$ cat src/rtl/fifo_push_arbiter.sv
// Round-robin arbiter funnelling NREQ push requesters into a single FIFO write port.
// One grant at a time; the grant is held until the FIFO acknowledges the push.
module fifo_push_arbiter #(
    parameter int unsigned WIDTH     = 8,
    parameter int unsigned NREQ      = 4,
    parameter int unsigned L2N       = 2,
    parameter int unsigned STALL_LIM = 7
) (
    input  logic                  clk,
    input  logic                  resetn,
    input  logic [NREQ-1:0]       req,
    input  logic [NREQ*WIDTH-1:0] req_data,
    output logic [NREQ-1:0]       req_ack,
    output logic                  fifo_push_req,
    output logic [WIDTH-1:0]      fifo_data_in,
    input  logic                  fifo_push_ack,
    output logic                  gnt_valid,
    output logic [L2N-1:0]        gnt_id,
    output logic                  stall
);

    typedef enum logic [0:0] {StIdle, StBusy} state_e;

    state_e         state_q, state_d;
    logic [L2N-1:0] gnt_id_q, gnt_id_d;
    logic [L2N-1:0] rr_ptr_q, rr_ptr_d;
    logic [3:0]     wait_cnt_q, wait_cnt_d;
    logic [L2N-1:0] win_id;
    logic           win_found;
    logic           busy;

    // Scan requests starting at rr_ptr; the first set bit wins.
    always_comb begin
        int unsigned    idx;
        logic [L2N-1:0] idx_l;
        win_id    = '0;
        win_found = 1'b0;
        idx       = 0;
        idx_l     = '0;
        for (int unsigned i = 0; i < NREQ; i++) begin
            idx   = (32'(rr_ptr_q) + i) % NREQ;
            idx_l = idx[L2N-1:0];
            if (!win_found && req[idx_l]) begin
                win_found = 1'b1;
                win_id    = idx_l;
            end
        end
    end

    always_comb begin
        state_d    = state_q;
        gnt_id_d   = gnt_id_q;
        rr_ptr_d   = rr_ptr_q;
        wait_cnt_d = wait_cnt_q;
        unique case (state_q)
            StIdle: begin
                wait_cnt_d = '0;
                if (win_found) begin
                    state_d  = StBusy;
                    gnt_id_d = win_id;
                end
            end
            StBusy: begin
                if (fifo_push_ack) begin
                    state_d    = StIdle;
                    wait_cnt_d = '0;
                    rr_ptr_d   = (gnt_id_q == L2N'(NREQ - 1)) ? '0 : gnt_id_q + 1'b1;
                end else if (wait_cnt_q != 4'(STALL_LIM)) begin
                    wait_cnt_d = wait_cnt_q + 4'd1;
                end
            end
            default: state_d = StIdle;
        endcase
    end

    always_ff @(posedge clk or negedge resetn) begin
        if (!resetn) begin
            state_q    <= StIdle;
            gnt_id_q   <= '0;
            rr_ptr_q   <= '0;
            wait_cnt_q <= '0;
        end else begin
            state_q    <= state_d;
            gnt_id_q   <= gnt_id_d;
            rr_ptr_q   <= rr_ptr_d;
            wait_cnt_q <= wait_cnt_d;
        end
    end

    // Every output is decoded from registered state; only req_ack sees the FIFO ack.
    always_comb begin
        busy          = (state_q == StBusy);
        gnt_valid     = busy;
        gnt_id        = gnt_id_q;
        fifo_push_req = busy;
        fifo_data_in  = busy ? req_data[32'(gnt_id_q)*WIDTH +: WIDTH] : '0;
        req_ack       = '0;
        if (busy && fifo_push_ack) begin
            req_ack[gnt_id_q] = 1'b1;
        end
        stall = busy && (wait_cnt_q == 4'(STALL_LIM));
    end

endmodule

$ cat config.mk
export PLATFORM = sky130hd
export DESIGN_NAME = fifo_push_arbiter
export DESIGN_NICKNAME = d
export VERILOG_FILES = /design/src/rtl/fifo_push_arbiter.sv
export SDC_FILE = /design/constraint.sdc
export NUM_CORES = 1
export LEC_CHECK = 0
export BUFFER_PORTS_ARGS = -buffer_cell sky130_fd_sc_hd__buf_4
export CAP_MARGIN = 40
export CORE_MARGIN = 3
export CORE_UTILIZATION = 30
export DETAILED_ROUTE_END_ITERATION = 16
export GPL_TIMING_DRIVEN = 1
export PLACE_DENSITY = 0.64
export SYNTH_ARGS = -nofsm -noshare
export SYNTH_HDL_FRONTEND = slang
export SYNTH_SLANG_ARGS = --single-unit
$ cat constraint.sdc
create_clock -name clk -period 2.4 [get_ports clk]
set_input_delay 0.24 -clock clk [delete_from_list [all_inputs] [get_ports clk]]
set_output_delay 0.24 -clock clk [all_outputs]
set_load 0.01 [all_outputs]
==> flow_summary.ini <==
[floorplanning]
rows = 18
start_util = 0.320
io_pins = 56
die_x_um = 57.9
core_um2 = 2520
dieArea_um2 = 3350
die_height_um = 57.9

[placement]
pre_cts_slack_ps = 579
dp_cells = 160
place.detailed.hpwl_mm = 1.82
port_buffers = 55
gp_congestion = 0.741

[detailed_routing]
ant_nets = 0
firstDrtPassIters = 2
via_per_inst = 4.98
wl_per_cell_um = 13.5
drtIter0Drc = 14
drc_errors = 0
drt_wl_total_mm = 2.22
vias = 822

[logic_synthesis]
synth_area_leaders = dfrtp_1, mux4_2, ha_1, and2_1, mux2i_1
synth-seq-cells = 9
ys_top_cells_by_count = dfrtp_1, and2_1, nor2_1, mux4_2, ha_1
syn_area_um2 = 807
synth-main-ff-cell = dfrtp_1
synth_edf_count = 0
synth_area_leader_cell = dfrtp_1
synth-async-reset-ratio = 1.00
synth_fp_nets = 122
ys_types = 28
syn_avg_cell_area_um2 = 10.3
synthMostInstantiatedCell = dfrtp_1
syn_inst = 78
yosysTopAreaCellShare = 0.279
yosysSeqAreaShare = 0.279
yosys_warnings = 0

[finish]
area.growth.synth_to_final_pct = 57.8
fillers = 234
layout.nets = 180
finalNonFillerCells = 165
antenna_cells = 0
drive_gt1_frac = 0.496

[cts]
cts_root_buf = clkbuf_4
cts_setup_buffers = 0
cts_num_sinks = 9
cts_resized = 0
htreeDepth = 1
hold_buffers = 1
ctsLongestPathBuffers = 2
cts_tree = yes
clock_latency_ps = 270
clkTransAtPathRegs_ps = 60
cts_made_buffers = 3

[worst_setup_path]
cpLargestDelayFamily = flip-flops
worstPathCellList = buf_4 -> mux4_2 -> and2_1 -> buf_4
crit_top_cell = buf_4
crit_arrival_ps = 1840
critPathRequiredTime_ps = 2160
critPathBufInv = 2
slowest_stage = dfrtp_1
cp-start-kind = register
worstSetupPathType = reg -> out
crit_fanout = 8
max_stage_delay_ps = 530
worst_setup_path_end_kind = output pin

[power_and_ir_drop]
leakagePower_nw = 0.647
finalPower_uw = 849
peakVddDrop_mv = 0.365
powerDensity_nw_per_um2 = 667

[sta]
timing.final.ws_setup_ps = 322
worst_pin_slew_ps = 478
rsz0062_at_grt = no
slew_headroom = 0.678
finalCritPeriodShare = 0.866
fin_skew_ps = 3.81
setup_violations = 0
layout_min_cycle_time_ps = 2080
finalSetupTns_ps = 0
max_freq_mhz = 481
final-hold-violation-count = 0
slew_violations = 0

[global_route]
grt_pass1_vias = 796
track_usage = 0.136
antenna_found_initial = 0
grt_max_degree = 21
grt_pass1_wl_mm = 3.47
grt_overflow = 0

[hold_path]
hp-class = in -> async

[flow_run]
cap_violations = 0

[outcome]
status = completed
-- final timing paths --
kind | slack, ps | end | startpoint | depth (start not counted)
max | 320 | fifo_data_in[7] | gnt_id[0]$_DFFE_PN0P_ | 4
min | 330 | wait_cnt_q[1]$_DFFE_PN0P_ | resetn | 2
max reg2reg | 990 | rr_ptr_q[1]$_DFFE_PN0P_ | gnt_id[1]$_DFFE_PN0P_ | 3
min reg2reg | 570 | wait_cnt_q[3]$_DFFE_PN0P_ | wait_cnt_q[3]$_DFFE_PN0P_ | 2
max in group asynchronous | 1930 | rr_ptr_q[0]$_DFFE_PN0P_ | resetn | 2
min in group clk | 350 | gnt_id[0]$_DFFE_PN0P_ | req[1] | 3
-- where the power goes --
group | internal [mW] | switching, mW | total [mW]
clock | 0.0642 | 0.0556 | 0.120
combinational | 0.299 | 0.173 | 0.472
sequential | 0.183 | 0.0745 | 0.258
total | 0.546 | 0.303 | 0.849
-- placed cells by master, fill, tap and decap left out, drive strengths merged --
master,instances
nor2b,1
xnor2,1
nand3b,1
buf,56
inv,4
and3,4
dlygate4sd3,1
nor2,8
or2,1
nand3,2
nand2b,4
mux2,1
o21ai,3
dfrtp,9
and2,8
clkbuf,4
a311oi,1
ha,5
a21boi,1
mux2i,3
nand2,3
o41ai,1
a21oi,2
mux4,8
nor4,1
o31ai,2
-- state kept, by name, summed over array words and instances (netlist names) --
register,flops
wait_cnt_q,4
gnt_id,2
rr_ptr_q,2
fifo_push_req,1
-- layer usage --
layer  wire, µm  share of wire  global-route usage
met5          0              0                   0
met2       1030           0.46               0.248
met4         25          0.011              0.0397
met1        850           0.38               0.141
met3        318           0.14              0.0557
-- cells by family after synthesis --
group / share of synthesized area
XOR/XNOR: 0.0109
AND/OR/NAND/NOR: 0.220
adder cells (fa/ha/maj): 0.0775
multiplexers: 0.279
flip-flops: 0.279
buffers and inverters: 0.0527
AO/OA/AOI/OAI: 0.0806
-- metrics by stage --
stage | hold WS (ps) | util | area, µm²
2_1_floorplan | -55.6 | - | 807
3_3_place_gp | 68.6 | 0.491 | 1240
3_5_place_dp | 67.8 | 0.491 | 1240
4_1_cts | 316 | 0.505 | 1270
5_1_grt | 327 | 0.505 | 1270
6_report | 330 | 0.505 | 1270
-- cell type report --
| class | instances | area (µm²) | area share |
|---|---|---|---|
| flip-flops and latches | 9 | 225 | 0.177 |
| multi-input cells | 61 | 539 | 0.423 |
| clock buffers | 4 | 26.3 | 0.0206 |
| repair buffers | 57 | 430 | 0.338 |
| inverters | 4 | 15.0 | 0.0118 |
| well taps | 30 | 37.5 | 0.0295 |
Power figures use the tool's default switching activity.
